<file path="src/rtl/dm_arbiter.sv">
// dm_arbiter: shares the single data-memory port between two requesters.
//   port 0 = pipeline MEM stage, port 1 = DMA / debug loader.
// Each requester uses a valid/ready handshake and gets a one-cycle rvalid
// pulse two cycles after acceptance. Alignment, range and op legality are
// checked at acceptance so DM never sees an illegal write.
// Build option: define DM_ARB_RR_EN for round-robin arbitration; when it is
// undefined, port 0 has fixed priority.
// DMOp codes come from the shared macro header; the fallbacks below are used
// only when that header has not been read first.

`ifndef DM_w
`define DM_w  3'b000
`endif
`ifndef DM_h
`define DM_h  3'b001
`endif
`ifndef DM_hu
`define DM_hu 3'b010
`endif
`ifndef DM_b
`define DM_b  3'b011
`endif
`ifndef DM_bu
`define DM_bu 3'b100
`endif

module dm_arbiter #(
  parameter logic [31:0] ADDR_LIMIT = 32'h0000_1000
) (
  input  logic        clk,
  input  logic        reset,

  input  logic        r0_valid,
  output logic        r0_ready,
  input  logic [31:0] r0_addr,
  input  logic [31:0] r0_wdata,
  input  logic [2:0]  r0_op,
  input  logic        r0_we,
  input  logic [31:0] r0_pc,
  output logic        r0_rvalid,
  output logic [31:0] r0_rdata,
  output logic        r0_err,

  input  logic        r1_valid,
  output logic        r1_ready,
  input  logic [31:0] r1_addr,
  input  logic [31:0] r1_wdata,
  input  logic [2:0]  r1_op,
  input  logic        r1_we,
  input  logic [31:0] r1_pc,
  output logic        r1_rvalid,
  output logic [31:0] r1_rdata,
  output logic        r1_err,

  output logic [31:0] dm_pc,
  output logic [31:0] dm_addr,
  output logic [31:0] dm_wd,
  output logic [2:0]  dm_op,
  output logic        dm_wr,
  input  logic [31:0] dm_rd
);

  typedef enum logic [1:0] {
    IDLE   = 2'd0,
    ACCESS = 2'd1,
    RESP   = 2'd2
  } state_t;

  state_t state, state_next;

  // Request captured at acceptance; requesters may change their fields
  // right after the handshake, so everything downstream uses these copies.
  logic [31:0] req_addr;
  logic [31:0] req_wdata;
  logic [31:0] req_pc;
  logic [2:0]  req_op;
  logic        req_we;
  logic        req_err;
  logic        req_port;
  logic [31:0] resp_data;

  // Arbitration and the selected requester's fields.
  logic        grant;
  logic        accept;
  logic [31:0] sel_addr;
  logic [31:0] sel_wdata;
  logic [31:0] sel_pc;
  logic [2:0]  sel_op;
  logic        sel_we;
  logic        sel_err;

  logic        in_access;
  logic        in_resp;

  // A request is illegal when misaligned for its size, beyond the end of
  // DM, an unknown op, or a store with an unsigned-load op.
  function automatic logic req_error(input logic [31:0] addr,
                                     input logic [2:0]  op,
                                     input logic        we);
    logic bad;
    bad = 1'b0;
    case (op)
      `DM_w:   bad = (addr[1:0] != 2'b00);
      `DM_h:   bad = addr[0];
      `DM_hu:  bad = addr[0] | we;
      `DM_b:   bad = 1'b0;
      `DM_bu:  bad = we;
      default: bad = 1'b1;
    endcase
    if (addr >= ADDR_LIMIT) bad = 1'b1;
    return bad;
  endfunction

`ifdef DM_ARB_RR_EN
  // Port preferred on a tie; flips to the other port on every accept, so it
  // always points away from the last grant. Starts at port 0 after reset.
  logic rr_ptr;

  // Tie goes to the pointer; a lone valid port always wins.
  always_comb begin
    grant = (r0_valid & r1_valid) ? rr_ptr : r1_valid;
  end

  // Pointer update on each accepted request.
  always_ff @(posedge clk) begin
    if (reset)       rr_ptr <= 1'b0;
    else if (accept) rr_ptr <= ~grant;
  end
`else
  // Fixed priority: port 1 is granted only when port 0 is not asking.
  always_comb begin
    grant = ~r0_valid;
  end
`endif

  // Handshake: accept only in IDLE, never while reset is asserted.
  always_comb begin
    accept   = (state == IDLE) & ~reset & (r0_valid | r1_valid);
    r0_ready = accept & ~grant;
    r1_ready = accept &  grant;
  end

  // Mux the granted requester's fields and pre-compute its error flag.
  always_comb begin
    // NOTE: every signal written here gets a default first so no path can
    // leave one unassigned and infer a latch.
    sel_addr  = r0_addr;
    sel_wdata = r0_wdata;
    sel_pc    = r0_pc;
    sel_op    = r0_op;
    sel_we    = r0_we;
    if (grant) begin
      sel_addr  = r1_addr;
      sel_wdata = r1_wdata;
      sel_pc    = r1_pc;
      sel_op    = r1_op;
      sel_we    = r1_we;
    end
    sel_err = req_error(sel_addr, sel_op, sel_we);
  end

  // Next-state logic: one request in flight, IDLE -> ACCESS -> RESP -> IDLE.
  always_comb begin
    state_next = state;
    case (state)
      IDLE:    if (accept) state_next = ACCESS;
      ACCESS:  state_next = RESP;
      RESP:    state_next = IDLE;
      default: state_next = IDLE;
    endcase
  end

  // State register; reset drops any request in flight.
  always_ff @(posedge clk) begin
    // NOTE: sequential state uses non-blocking assignments so every register
    // samples the pre-edge values regardless of statement order.
    if (reset) state <= IDLE;
    else       state <= state_next;
  end

  // Request capture at accept and response capture during the DM access.
  always_ff @(posedge clk) begin
    // NOTE: these are ordinary flops (not a memory array), so clearing them
    // in reset is cheap and keeps outputs free of X after reset.
    if (reset) begin
      req_addr  <= 32'h0;
      req_wdata <= 32'h0;
      req_pc    <= 32'h0;
      req_op    <= `DM_w;
      req_we    <= 1'b0;
      req_err   <= 1'b0;
      req_port  <= 1'b0;
      resp_data <= 32'h0;
    end else begin
      if (accept) begin
        req_addr  <= sel_addr;
        req_wdata <= sel_wdata;
        req_pc    <= sel_pc;
        req_op    <= sel_op;
        req_we    <= sel_we;
        req_err   <= sel_err;
        req_port  <= grant;
      end
      if (state == ACCESS) begin
        resp_data <= (~req_we & ~req_err) ? dm_rd : 32'h0;
      end
    end
  end

  // DM port: driven from the captured request only during ACCESS; quiet
  // (and never writing) otherwise, including in a reset cycle.
  always_comb begin
    in_access = (state == ACCESS) & ~reset;
    dm_addr   = 32'h0;
    dm_wd     = 32'h0;
    dm_pc     = 32'h0;
    dm_op     = `DM_w;
    dm_wr     = 1'b0;
    if (in_access) begin
      dm_addr = req_addr;
      dm_wd   = req_wdata;
      dm_pc   = req_pc;
      dm_op   = req_op;
      dm_wr   = req_we & ~req_err;
    end
  end

  // Response pulse steered to the port that owns the request.
  always_comb begin
    in_resp   = (state == RESP) & ~reset;
    r0_rvalid = in_resp & ~req_port;
    r1_rvalid = in_resp &  req_port;
    r0_rdata  = r0_rvalid ? resp_data : 32'h0;
    r1_rdata  = r1_rvalid ? resp_data : 32'h0;
    r0_err    = r0_rvalid & req_err;
    r1_err    = r1_rvalid & req_err;
  end

endmodule

</file>
<file path="config.mk">
export PLATFORM = sky130hd
export DESIGN_NAME = dm_arbiter
export DESIGN_NICKNAME = d
export VERILOG_FILES = /design/src/rtl/dm_arbiter.sv
export SDC_FILE = /design/constraint.sdc
export NUM_CORES = 1
export LEC_CHECK = 0
export ABC_AREA = 1
export CORE_AREA = 2 2 156 158
export CTS_BUF_LIST = sky130_fd_sc_hd__clkbuf_8
export CTS_CLUSTER_SIZE = 20
export DETAILED_ROUTE_END_ITERATION = 6
export DIE_AREA = 0 0 158 160
export GPL_ROUTABILITY_DRIVEN = 1
export PLACE_DENSITY = 0.66
export SETUP_SLACK_MARGIN = 0.02
export SYNTH_ARGS = -nofsm -noshare
export SYNTH_HDL_FRONTEND = slang
export SYNTH_SLANG_ARGS = --single-unit
</file>
<file path="constraint.sdc">
create_clock -name clk -period 2 [get_ports clk]
set_input_delay 0.3 -clock clk [delete_from_list [all_inputs] [get_ports clk]]
set_output_delay 0.3 -clock clk [all_outputs]
set_load 0.03 [all_outputs]
</file>
=== Word level (Yosys, flattened, before mapping) ===
Cells that the tools add are included.

* Flip-flop bits (word level): 136
* Bits in latches: 0
* Bits in writable memories: 0
* Memory bits (read-only): 0
* Memories kept: 0

* $add $sub $neg: 0
* Multiply operators: 0
* Div/mod/pow operators: 0
* Magnitude comparators: 1
* Equality and inequality tests: 7
* Shift-type cells: 0
* Muxes and demuxes: 17
* Bitwise operators: 19
* Reduce and logical (&&, ||, !) cells: 3

{| class="wikitable"
|+ Operators by type and width
! kind !! number
|-
| 32-bit two-way mux || 9
|-
| 32-bit by 13-bit >= comparator with 1-bit output (second input constant) || 1
|-
| 1-bit bitwise AND || 12
|-
| 3-bit by 2-bit == test with 1-bit output (second input constant) || 2
|-
| 3-bit two-way mux || 2
|-
| 1-bit inverter || 5
|-
| 1-bit one-hot mux with 5 select lines || 1
|-
| 2-bit one-hot mux with 2 select lines || 1
|-
| 3-bit by 1-bit == test with 1-bit output (second input constant) || 1
|-
| 3-bit == test (second input constant) || 1
|-
| 3-bit logical NOT || 1
|-
| 1-bit two-way mux || 3
|-
| 2-bit by 1-bit == test with 1-bit output (second input constant) || 1
|-
| 2-bit == test (second input constant) || 1
|-
| 2-bit logical NOT || 1
|-
| 2-bit two-way mux || 1
|-
| 2-bit inequality test (second input constant) || 1
|-
| 1-bit bitwise OR || 2
|-
| 2-bit nonzero test || 1
|}

=== Logic depth before layout (Yosys ltp) ===
Gate-level depths: netlist (run 1).

* Depth in word-level cells: 5
* Depth in mapped cells: 12

=== Worst setup path after synthesis (run 1) ===
Ideal clock, no wire load.

* Path kind: register -> output
* From: reg state[0]
* To: out r1_rdata[10]
* Arrival time: 1.805 ns
* Path slack: -0.105 ns
* Cell stages (with the launch flop): 7
* Buffers on the path: 1
* Cell sequence: dfxtp_1 -> inv_1 -> nand3_1 -> nor2_1 -> inv_1 -> buf_1 -> nor2_1

* Cells in the longest elaborated chain, start to end: 4

{| class="wikitable"
|+ Ends and longest elaborated chain
! what !! line !! text
|-
| from (decl) || 69 || <nowiki>state_t state, state_next;</nowiki>
|-
| from (signal assigned) || 178 || <nowiki>else state <= state_next;</nowiki>
|-
| 2-bit == test || 230 || <nowiki>in_resp = (state == RESP) & ~reset;</nowiki>
|-
| 1-bit bitwise AND || 230 ||
|-
| 1-bit bitwise AND || 232 || <nowiki>r1_rvalid = in_resp & req_port;</nowiki>
|-
| via r1_rvalid || 51 || <nowiki>output logic r1_rvalid,</nowiki>
|-
| 32-bit two-way mux || 234 || <nowiki>r1_rdata = r1_rvalid ? resp_data : 32'h0;</nowiki>
|-
| to (decl) || 52 || <nowiki>output logic [31:0] r1_rdata,</nowiki>
|}

The timed path passes the listed nets, and every way through them passes these cells.

=== Final worst setup path (run 1) ===
* From: reg state[1]
* To: out dm_addr[31]

* Cells in the longest elaborated chain, start to end: 3

{| class="wikitable"
|+ Ends and longest elaborated chain
! what !! line !! text
|-
| 2-bit by 1-bit == test with 1-bit output || 213 || <nowiki>in_access = (state == ACCESS) & ~reset;</nowiki>
|-
| 1-bit bitwise AND || 213 ||
|-
| 32-bit two-way mux || 219 || <nowiki>if (in_access) begin</nowiki>
|-
| to (decl) || 56 || <nowiki>output logic [31:0] dm_addr,</nowiki>
|}

Every way passes these cells.

==> results of run 1 <==
power groups by stage:
stage	clock [uW]	sequential [uW]	combinational, uW
4_1_cts	2260	3020	1690
3_3_place_gp	0	3080	1580
5_1_grt	2370	3050	1960
6_report	2180	3020	1780
2_1_floorplan	0	3050	819
3_5_place_dp	0	3080	1600
sequential cells by signal (all words and copies together) (netlist names):
register / flops
req_addr: 32
req_err: 1
req_op: 3
req_pc: 32
req_port: 1
req_wdata: 32
req_we: 1
resp_data: 32
state: 2
routing by layer:
layer,up-vias,global-route usage
met5,-,0
met4,2,0.0667
met3,42,0.0559
met2,310,0.354
met1,3724,0.246
li1,4235,-
per-stage QoR:
| stage | total power [uW] | cell area, sq um | hold WS, ns | utilization | setup TNS (ns) |
|---|---|---|---|---|---|
| final | 6990 | 12600 | 0.173 | 0.528 | -0.0153 |
| after global routing | 7380 | 12600 | 0.147 | 0.528 | -6.30 |
| after CTS | 6970 | 11900 | 0.139 | 0.501 | -1.88 |
| after detailed placement | 4680 | 11100 | 0.441 | 0.466 | -3.03 |
| after global placement | 4660 | 11100 | 0.438 | 0.466 | -0.172 |
| after floorplan | 3870 | 7030 | 0.427 | - | -6.32 |
worst paths after layout:
kind / slack (ns) / cells past startpoint / to
worst min-delay path: 0.17 / 4 / state[1]$_SDFFE_PP0P_
worst max register to register: 0.39 / 9 / req_pc[1]$_SDFFE_PP0P_
worst min register to register: 0.46 / 2 / req_addr[3]$_SDFFE_PP0P_
worst max-delay path: -0.02 / 8 / dm_addr[31]
placed cells by master, fill, tap and decap left out, types with 3 or more instances in the layout:
cell type / n
sky130_fd_sc_hd__nand2_1: 261
sky130_fd_sc_hd__buf_6: 95
sky130_fd_sc_hd__inv_2: 6
sky130_fd_sc_hd__a21oi_1: 133
sky130_fd_sc_hd__nor2_1: 102
sky130_fd_sc_hd__buf_16: 4
sky130_fd_sc_hd__clkbuf_16: 4
sky130_fd_sc_hd__clkdlybuf4s50_1: 233
sky130_fd_sc_hd__buf_12: 13
sky130_fd_sc_hd__nand3_1: 4
sky130_fd_sc_hd__inv_1: 149
sky130_fd_sc_hd__dfxtp_1: 134
sky130_fd_sc_hd__nor2_4: 37
sky130_fd_sc_hd__clkbuf_8: 17
sky130_fd_sc_hd__inv_6: 3
sky130_fd_sc_hd__a21boi_0: 3
sky130_fd_sc_hd__clkinvlp_4: 6
sky130_fd_sc_hd__nor2_2: 66
sky130_fd_sc_hd__buf_4: 108
sky130_fd_sc_hd__a21boi_1: 61
sky130_fd_sc_hd__o21ai_0: 71
worst max-delay path: stages (launching register included):
cell and delay (ns):
sky130_fd_sc_hd__dfxtp_2 0.34, sky130_fd_sc_hd__inv_2 0.06, sky130_fd_sc_hd__nand2_4 0.05, sky130_fd_sc_hd__nor2_4 0.15, sky130_fd_sc_hd__inv_8 0.09, sky130_fd_sc_hd__buf_6 0.15
sky130_fd_sc_hd__buf_16 0.15, sky130_fd_sc_hd__nor2_4 0.13, sky130_fd_sc_hd__buf_6 0.14
cell type report:
class,instances,area share
multi-input cells,747,0.301
clock inverters,15,0.0104
well taps,324,0.0322
flip-flops and latches,136,0.217
clock buffers,17,0.0186
repair buffers,459,0.374
inverters,155,0.0471
kinds of logic (layout without fill, tap and decap cells):
group / Yosys count / count (layout) / synth area share
compound gates: 271 / 271 / 0.216
buf+inv: 232 / 646 / 0.139
flops: 136 / 136 / 0.387
simple gates: 476 / 476 / 0.257
repair_timing:
action / 4_1_cts / 5_1_grt
buffers inserted: 8 / 1
pin swaps: 1 / 1
resized for setup: 97 / 153
cloned: 3 / 5
endpoints found under the setup margin: 168 / 169
==> qor.log, run 1 <==
qor: outcome.status complete, but fails checks
qor: outcome.failed_checks negative setup slack
qor: synth.synth_top_cells_by_count sky130_fd_sc_hd__nand2_1 (263), sky130_fd_sc_hd__nor2_1 (203), sky130_fd_sc_hd__inv_1 (150)
qor: worst_hold_path.worst_hold_path_type primary input to flop
qor: global_route.globalRouteOverflowTotal 0
qor: worst_setup_path.cp.required 1.70 ns
qor: cts.cts_hold_buf 0
qor: route.wl_met2 13.5 mm
qor: finish.multi_input_logic_area 3790 sq um
qor: worst_hold_path.hold_path_startpoint reset
qor: cts.max-clock-path-buffers 2
qor: power_and_ir_drop.power.share.sequential 0.433
qor: global_route.grt_pass1_wl 40.8 mm
qor: sta.maxSlewViolCount 0
qor: worst_setup_path.worstReg2RegStart state[1]$_SDFFE_PP0P_
qor: power_and_ir_drop.switching_share 0.315
qor: place.portBuffers 405
qor: cts.cts-root-buf sky130_fd_sc_hd__clkbuf_8
qor: finish.filler_cell_count 2355
qor: global_route.grt_antenna_before_repair 1
qor: finish.layout.cells.non_filler 1853
qor: sta.finClkSkew 0.0121 ns
qor: sta.tightestPinTransition 0.757 ns
qor: finish.antenna_cells 0
qor: worst_setup_path.worst_setup_path_end_kind output port
qor: cts.cts_tree done
qor: power_and_ir_drop.irDropWorstVdd 327 uV
qor: route.detailed_route_wirelength_on_metal3 2.21 mm
qor: route.detailroute.via_count 8313
qor: cts.insertion_delay 0.45 ns
qor: flow_run.timing.max_cap.violations 0
qor: sta.final_period_minus_worst_setup_slack 2.02 ns
qor: global_route.grt_max_degree 66
qor: finish.total_nets_final 1752
qor: route.wl_per_cell 15.1 um
qor: route.viasPerCell 4.49
qor: worst_setup_path.arrival 1.72 ns
qor: route.drt.antenna.violating_nets 0
qor: sta.setup_viol_count_final 1
qor: finish.seq_area 2730 sq um
qor: floorplan.design.die.area 25300 sq um
qor: synth.yosysMostFrequentCell sky130_fd_sc_hd__nand2_1
qor: synth.synth_nets 1351
qor: cts.cts_num_sinks 136
qor: finish.final_layout_size_suffix_gt1_frac 0.245
qor: synth.synth.ff_latch_count 136
qor: floorplan.dieWidth 158 um
qor: synth.yosysSeqAreaShare 0.387
qor: worst_setup_path.worst_path_maximum_fanout 7
qor: place.detailed_place_hpwl 19.0 mm
qor: place.place.gp.congestion 0.803
qor: route.route.final.wire_length 28.0 mm
qor: floorplan.die_y 160 um
qor: sta.grt_setup_unrepaired yes
qor: route.detail_route.first_pass.iterations 5
qor: route.remaining_drc_errors 0
qor: power_and_ir_drop.power_frac_clock 0.312
qor: power_and_ir_drop.p_int 4780 uW
qor: sta.max_freq 0.496 GHz
qor: sta.postLayoutSetupSlackWorst -0.0153 ns
qor: synth.yosys-top-cells-area sky130_fd_sc_hd__dfxtp_1 (39%), sky130_fd_sc_hd__nand2_1 (14%), sky130_fd_sc_hd__nor2_1 (11%), sky130_fd_sc_hd__a21oi_1 (9.5%), sky130_fd_sc_hd__inv_1 (8.0%)
qor: route.initialDrtViolationCount 436
qor: power_and_ir_drop.comb_pwr_share 0.255
qor: synth.yosysUniqueCellTypes 21
qor: cts.cts.htree.levels 4
qor: worst_setup_path.cp-startpoint state[1]$_SDFFE_PP0P_
qor: global_route.track_usage 0.205
qor: synth.yosys_warnings 0
qor: cts.cts_inserted_buffers 17
qor: synth.synth_largest_type_area_fraction 0.387
qor: synth.synth_edf_count 0
qor: synth.mean_area_per_synthesized_cell 6.30 sq um
qor: place.place.detailed.instances 1804
qor: power_and_ir_drop.switchingPower 2200 uW
qor: synth.synth.cell_area 7030 sq um
qor: synth.number_of_instances_in_the_synthesized_netlist 1115
qor: floorplan.rows 57
qor: sta.final_hold_viol_count 0
qor: floorplan.core_area 23800 sq um
qor: worst_setup_path.worstSetupStartpointType flop
qor: sta.timing.max_slew.rel_slack 0.496
qor: synth.postSynth.topFlopCell sky130_fd_sc_hd__dfxtp_1
qor: synth.synthDominantAreaCellType sky130_fd_sc_hd__dfxtp_1
qor: synth.synth-async-reset-ratio 0
qor: global_route.via_count_of_the_first_global_routing_pass 7829
qor: floorplan.boundaryPins 406
qor: power_and_ir_drop.static_leakage 0.00509 uW
qor: floorplan.starting_utilization_of_the_core_area 0.295
qor: power_and_ir_drop.power_density 556 nW/um^2
qor: worst_setup_path.crit_type flop to output port
qor: sta.timing.final.crit_share 1.01
qor: finish.area_delta_synth_final 78.9%
qor: cts.clk_pin_slew 0.08 ns
qor: route.routedLengthMet1 11.6 mm
qor: route.top_layer met5
qor: place.pre_cts_slack -0.121 ns
Note: power is estimated with default switching activity, not from simulation.
==> inputs of run 2 (changes only) <==
CTS_CLUSTER_DIAMETER = 30   (was not set)
==> results of run 2 <==
The final DEF is identical to that of run 1; final timing and power are the same.
==> inputs of run 3 (changes only) <==
TNS_END_PERCENT = 100   (was not set)
==> results of run 3 <==
The final DEF is identical to that of run 1; final timing and power are the same.
